<file path="config.mk">
export PLATFORM = sky130hd
export DESIGN_NAME = msdf_add_scheduler
export DESIGN_NICKNAME = d
export VERILOG_FILES = /design/src/rtl/msdf_add_scheduler.sv
export SDC_FILE = /design/constraint.sdc
export NUM_CORES = 1
export LEC_CHECK = 0
export CORE_MARGIN = 5
export CORE_UTILIZATION = 45
export CTS_CLUSTER_DIAMETER = 120
export CTS_CLUSTER_SIZE = 12
export DETAILED_ROUTE_END_ITERATION = 10
export HOLD_SLACK_MARGIN = 0.02
export MAX_ROUTING_LAYER = met4
export PLACE_DENSITY_LB_ADDON = 0.08
export SLEW_MARGIN = 15
export SYNTH_ARGS = -nofsm -noshare
export SYNTH_HDL_FRONTEND = slang
export SYNTH_SLANG_ARGS = --single-unit
</file>
<file path="constraint.sdc">
create_clock -name clk -period 7.59 [get_ports clk]
set_input_delay 1.518 -clock clk [delete_from_list [all_inputs] [get_ports clk]]
set_output_delay 1.518 -clock clk [all_outputs]
set_load 0.01 [all_outputs]
</file>
<file path="src/rtl/msdf_add_scheduler.sv">
// Round-robin front end for a single shared MSDF online adder.
// Grants one requester, clears the adder, streams digits MSD-first and returns the result.
module msdf_add_scheduler #(
  parameter int unsigned NREQ     = 4,
  parameter int unsigned NDIG     = 8,
  parameter int unsigned DELTA    = 2,
  parameter logic [1:0]  ZERO_DIG = 2'b00,
  localparam int unsigned IDW     = (NREQ > 1) ? $clog2(NREQ) : 1,
  localparam int unsigned KW      = $clog2(NDIG + DELTA + 1),
  localparam int unsigned RW      = 2 * (NDIG + DELTA)
) (
  input  logic                   clk,
  input  logic                   reset,
  input  logic [NREQ-1:0]        req_valid,
  output logic [NREQ-1:0]        req_ready,
  input  logic [NREQ*2*NDIG-1:0] req_a,
  input  logic [NREQ*2*NDIG-1:0] req_b,
  output logic                   adder_rst,
  output logic                   adder_start,
  output logic [1:0]             adder_a,
  output logic [1:0]             adder_b,
  input  logic [1:0]             adder_c,
  output logic                   rsp_valid,
  input  logic                   rsp_ready,
  output logic [IDW-1:0]         rsp_id,
  output logic [RW-1:0]          rsp_data,
  output logic                   busy
);

  typedef enum logic [1:0] {IDLE, CLR, RUN, RESP} state_e;

  localparam logic [KW-1:0] KMAX = KW'(NDIG + DELTA);
  localparam logic [KW-1:0] KDIG = KW'(NDIG);

  state_e            state_q, state_d;
  logic [IDW-1:0]    rr_q, rr_d;
  logic [IDW-1:0]    id_q, id_d;
  logic [KW-1:0]     k_q, k_d;
  logic [2*NDIG-1:0] a_q, a_d, b_q, b_d;
  logic [RW-1:0]     res_q, res_d;

  logic              found;
  logic [IDW-1:0]    win, cand;
  logic [2*NDIG-1:0] sel_a, sel_b;

  // First valid requester at or after rr, wrapping around.
  always_comb begin
    found = 1'b0;
    win   = '0;
    cand  = '0;
    sel_a = '0;
    sel_b = '0;
    for (int unsigned i = 0; i < NREQ; i++) begin
      cand = IDW'((rr_q + i) % NREQ);
      if (!found && req_valid[cand]) begin
        found = 1'b1;
        win   = cand;
      end
    end
    for (int unsigned i = 0; i < NREQ; i++) begin
      if (win == IDW'(i)) begin
        sel_a = req_a[i*2*NDIG +: 2*NDIG];
        sel_b = req_b[i*2*NDIG +: 2*NDIG];
      end
    end
  end

  always_ff @(posedge clk) begin
    if (!reset) begin
      state_q <= IDLE;
      rr_q    <= '0;
      id_q    <= '0;
      k_q     <= '0;
      a_q     <= '0;
      b_q     <= '0;
      res_q   <= '0;
    end else begin
      state_q <= state_d;
      rr_q    <= rr_d;
      id_q    <= id_d;
      k_q     <= k_d;
      a_q     <= a_d;
      b_q     <= b_d;
      res_q   <= res_d;
    end
  end

  always_comb begin
    state_d = state_q;
    rr_d    = rr_q;
    id_d    = id_q;
    k_d     = k_q;
    a_d     = a_q;
    b_d     = b_q;
    res_d   = res_q;
    unique case (state_q)
      IDLE: begin
        if (found) begin
          state_d = CLR;
          id_d    = win;
          a_d     = sel_a;
          b_d     = sel_b;
          rr_d    = (win == IDW'(NREQ - 1)) ? '0 : win + 1'b1;
        end
      end
      CLR: begin
        state_d = RUN;
        k_d     = '0;
      end
      RUN: begin
        // Operands shift left so the current digit is always in the top two bits.
        a_d = a_q << 2;
        b_d = b_q << 2;
        if (k_q != '0) res_d = {res_q[RW-3:0], adder_c};
        if (k_q == KMAX) state_d = RESP;
        else             k_d     = k_q + 1'b1;
      end
      RESP: begin
        if (rsp_ready) state_d = IDLE;
      end
      default: state_d = IDLE;
    endcase
  end

  always_comb begin
    req_ready   = '0;
    adder_start = 1'b0;
    adder_a     = ZERO_DIG;
    adder_b     = ZERO_DIG;
    rsp_valid   = 1'b0;
    busy        = (state_q != IDLE);
    adder_rst   = !reset || (state_q == CLR);
    unique case (state_q)
      IDLE: begin
        if (reset && found) req_ready[win] = 1'b1;
      end
      RUN: begin
        adder_start = (k_q == '0);
        if (k_q < KDIG) begin
          adder_a = a_q[2*NDIG-1 -: 2];
          adder_b = b_q[2*NDIG-1 -: 2];
        end
      end
      RESP: rsp_valid = 1'b1;
      default: ;
    endcase
  end

  assign rsp_id   = id_q;
  assign rsp_data = res_q;

endmodule

</file>
After elaboration in Yosys (flattened, before gate mapping)
Index checks and enable logic that the tools add are counted.
{ "totals": {"ff_bits": 62, "output_inout_bits": 34, "wordCells": 97, "in_bits": 137} }
{ "op_classes": {"n_mux": 45, "order_cmp": 7, "reduce_logical": 22, "n_addsub": 5, "n_eq_ne": 11} }
{ "op_table": {"columns": ["operator", "n"], "rows": [
  ["two-way mux 16 bit", 10],
  ["one-hot mux 16 bit (2 select lines)", 2],
  ["two-way mux 2 bit", 12],
  ["< comparator 2 x 3 -> 1 bit, second input constant", 5],
  ["two-way mux 4 bit", 3],
  ["two-way mux 1 bit", 11],
  ["binary-select mux 1 bit (select 2 bit)", 4],
  ["== test 2 bit, second input constant", 4],
  ["!= test 2 bit, second input constant", 4],
  ["one-hot mux 2 bit (4 select lines)", 1],
  ["one-hot mux 4 bit (2 select lines)", 1],
  ["AND reduction 2 bit", 4],
  ["nonzero test 2 bit", 3],
  ["logical AND 1 bit", 5],
  ["adder 2 x 1 -> 2 bit, second input constant", 2],
  ["adder 2 bit, second input constant", 2],
  ["adder 4 x 1 -> 4 bit, second input constant", 1],
  ["== test 2 x 1 -> 1 bit, second input constant", 2],
  ["== test 4 bit, second input constant", 1],
  ["zero test 1 bit", 4],
  ["zero test 2 bit", 2],
  ["zero test 4 bit", 1],
  ["< comparator 4 bit, second input constant", 1],
  ["nonzero test 4 bit", 1],
  ["4 further kinds", 4]
]} }

Longest topological paths before layout
{ "depth": {"depth_word": 19, "depth_mapped": 11, "depth_no_buf": 9} }

Worst setup path after synthesis
OpenSTA, ideal clock, no wires.
{ "synth_timing": {"path_type": "input to output", "start": "in req_valid[2]", "end": "out req_ready[3]", "t_required_ns": 6.072, "t_arrival_ns": 3.065, "slack_ns": 3.007, "cell_stages": 8, "path_buffers": 2, "cell_sequence": "nor2b_1 -> a21o_2 -> a211o_1 -> inv_1 -> ha_1 -> buf_2 -> clkbuf_1 -> and3_1"} }
{ "synth_via": {"elab_chain_len": 18, "word_cells_on_any_way": 30, "cone_classes": "order compare: 2; mux: 20; reduce/logical: 8"} }
{ "synth_lines": {"columns": ["item", "line", "source"], "rows": [
  ["start: declaration", "14", "input logic [NREQ-1:0] req_valid,"],
  ["binary-select mux 1 bit (select 2 bit)", "55", "if (!found && req_valid[cand]) begin"],
  ["two-way mux 1 bit (not written as such)", "55", null],
  ["two-way mux 1 bit", "55", null],
  ["zero test 1 bit", "55", null],
  ["logical AND 1 bit", "55", null],
  ["two-way mux 1 bit", "55", null],
  ["zero test 1 bit", "55", null],
  ["logical AND 1 bit", "55", null],
  ["[... 3 more ...]", null, null],
  ["two-way mux 2 bit *", "55", null],
  ["via win[0]", "43", "logic [IDW-1:0] win, cand;"],
  ["< comparator 2 x 3 -> 1 bit (not written as such) or >= comparator 2 x 1 -> 1 bit (tied branches)", "135", "if (reset && found) req_ready[win] = 1'b1;"],
  ["logical AND 1 bit (not written as such)", "135", null],
  ["two-way mux 1 bit (not written as such)", "135", null],
  ["demux 1 bit (select 2 bit) *", "135", null],
  ["two-way mux 4 bit *", "135", null],
  ["two-way mux 4 bit *", "133", "unique case (state_q)"],
  ["end: declaration", "15", "output logic [NREQ-1:0] req_ready,"]
]} }
Mark *: on every way through the listed nets, which the timed path passes. The rest lies on a longest branch. The select of a mux whose other input is x is not followed.

Final worst setup path
{ "layout_timing": {"start": "in req_valid[3]", "end": "out req_ready[3]"} }
Same word-level chain as after synthesis.

==> qor.txt <==
Run status -> finished, final reports clean
Wirelength, routed -> 11.5 mm
Maximum operating frequency -> 0.191 GHz
Mapped Area -> 3740 um2
Number of optimization iterations in the first detailed-route pass -> 4
Post-Route Utilization -> 0.688
Clock buffer count from CTS -> 9
Worst-case hold path end point -> rsp_data[19]
Critical path launch point type -> input pin
Chain of cells forming the critical path -> clkdlybuf4s50_1 -> inv_1 -> a21o_2 -> a211o_1 -> inv_1 -> ha_2 -> and3_1 -> clkdlybuf4s50_1
CP Data Required Time -> 6.07 ns
Maximum root-to-sink buffer count -> 2
Remaining antenna violation count after routing -> 0
Hold slack final -> 0.454 ns
Crit-path max FO -> 4
Biggest area contributors in the synthesized netlist -> dfxtp_1, a21oi_1, nand2_1
Primary flip-flop cell chosen by synthesis mapping -> dfxtp_1
Pin slew with the least headroom to its limit -> 0.966 ns
Hold wc startpoint -> rsp_data[19]
Final setup viols -> 0
Number of cells on the worst hold path -> 2
DRC violation total after the first TritonRoute iteration -> 149
Sequential area share after synthesis -> 0.332
Ys async rst share -> 0
Via total after detailed routing -> 4074
Post-synth EDFFs -> 0
Most area-hungry cell type in the Yosys netlist -> dfxtp_1
Number of placed I/O pins -> 171
Hold_buf cts -> 0
H-tree levels -> 3
Routability cong. -> 0.904
First-pass GRT wire length -> 18.1 mm
Total clock sinks -> 62
Average wire length per cell after detail routing -> 15.1 um
Number of distinct standard cells referenced by the synthesized netlist -> 42
Crit path kind -> in2out
Reg2reg setup slack -> 4.99 ns
Critical Path Start -> req_valid[3]
Remaining Overflow, GRT -> 0
Setup repair after global routing missed its margin -> no
Largest stage delay, worst path -> 0.57 ns
Post_cts resized -> 0
Total power of the final layout -> 1.46 mW
Synth Register Bits -> 62
Type of the worst min-delay path -> reg2reg
Diodes inserted -> 0
PortBufs -> 170
Number of antenna violations at the first check in global routing -> 0
Std-Cell Rows -> 33
Core Area -> 8180 um2
Crit path capture type -> output port
Latest clock arrival within the worst-skew pair -> 0.33 ns
Worst flop-to-flop path endpoint -> a_q[9]
Post-detailed-route via-to-cell ratio -> 5.37
Post CTS Setup Buffer Count -> 0
Worst rel slew slack -> 0.354
Warning count from the yosys run -> 0
Share of the synthesized area in the top cell type -> 0.332
Pwr Density -> 259 nW/um2
Post-route DRC -> 0
Minimum period implied by the final worst setup slack -> 5.24 ns
Critical path arrival -> 3.72 ns
Clock transition time at the flip-flop clock pins of the worst setup and hold paths -> 0.07 ns
Number of cell instances on the worst register-to-register path -> 9
CTS tree -> built
Effective utilization at floorplan -> 0.458
Maximum number of pins on one net before global-route repair -> 65
Total of fill cells in the finished design -> 675
Total number of nets in the final design -> 796
Root buffer cell -> clkbuf_8
Syn Inst Count -> 506
Fraction of layout cells with a size suffix above 1 -> 0.0536
Die extent in x -> 101 um
Total routing resource utilization after global routing -> 0.223
Final cycle utilization of the critical path -> 0.691
Worst vdd rail ir drop -> 0.313 mV
Most common library cells after synthesis -> a21oi_1, nand2_1, dfxtp_1, o21ai_0, inv_1
Full die area -> 10200 um2
Hold violation count in the final report -> 0
Number of max-cap violations -> 0
Max Transition Viols Final -> 0
Most frequent cell after synthesis -> a21oi_1
Synthesized Nets -> 654
Area Growth Syn to Fin -> 50.4%
Number of global-route vias before repair -> 3968
Final HPWL DP -> 8.17 mm
Static leakage power -> 2.07 nW
Cell type of the slowest stage on the worst timing path -> clkdlybuf4s50_1
Post-route setup TNS -> 0 ns
Average cell area after synthesis -> 7.39 um2
Die Y -> 101 um
Final Skew -> 0.00749 ns
Reg-to-Reg Start -> rr_q[0]
routing by layer:
metal / part of all wire / global-route usage / vias to the layer above / wire length, um
met4: 0.012 / 0.0634 / 0 / 138
met2: 0.45 / 0.358 / 128 / 5210
li1: - / - / 2084 / -
met5: 0 / - / - / 0
met1: 0.46 / 0.282 / 1851 / 5330
met3: 0.069 / 0.0517 / 11 / 787
power by group:
group / switching, mW / internal [mW] / leakage, nW
sequential: 0.0337 / 0.389 / 0.507
combinational: 0.415 / 0.305 / 1.46
clock: 0.132 / 0.186 / 0.106
worst max-delay path: cells and delay by family:
kind	cells	cell delay, ns
buffers and inverters	4	1.30
AOI/OAI and AO/OA	2	0.56
and+or+nand+nor	1	0.15
adders and majority gates	1	0.19
cells by family (layout without fill, tap and decap cells):
family                   Yosys count  count (layout)  share of synthesized area
AO/OA/AOI/OAI                    230             230                      0.384
flip-flops                        62              62                      0.332
XOR/XNOR                           2               2                    0.00468
AND/OR/NAND/NOR                  112             112                      0.135
multiplexers                       2               2                    0.00535
buffers and inverters             87             234                      0.103
adder cells (fa/ha/maj)           11              11                     0.0368
worst max path at each step:
| stage | to | slack, ns |
|---|---|---|
| detailed placement | req_ready[3] | 2.33 |
| global route | req_ready[1] | 2.24 |
| floorplan | req_ready[3] | 3.01 |
| finish | req_ready[3] | 2.35 |
| CTS | req_ready[3] | 2.34 |
| global placement | req_ready[1] | 2.40 |
sequential cells by signal, summed over array words and instances (netlist names):
register  cells
b_q          16
rsp_id        2
rr_q          2
state_q       2
a_q          16
k_q           4
rsp_data     20
metrics by stage:
step,worst slack (ns),instances,cell area (um2)
after floorplan,3.01,506,3740
after global placement,2.40,742,5410
after detailed placement,2.33,742,5410
after CTS,2.34,758,5630
after global routing,2.24,758,5630
final,2.35,758,5630
area by class of cell:
class,count,area (um2),area share
Sequential cell,62,1240,0.221
Tap cell,105,131,0.0233
Multi-Input combinational cell,357,2130,0.378
Clock inverter,7,97.6,0.0173
Inverter,42,158,0.0280
Timing Repair Buffer,176,1750,0.310
Clock buffer,9,124,0.0220
cells in the final DEF (no fill, tap or decap), types with 6 or more instances in the layout:
cell	n
a221oi_1	29
a21oi_1	91
dfxtp_1	62
buf_4	6
o21ai_0	60
clkdlybuf4s50_1	170
o2bb2ai_1	30
clkbuf_8	9
inv_1	41
nand2_1	80
ha_1	8
Power figures use the tool's default switching activity.
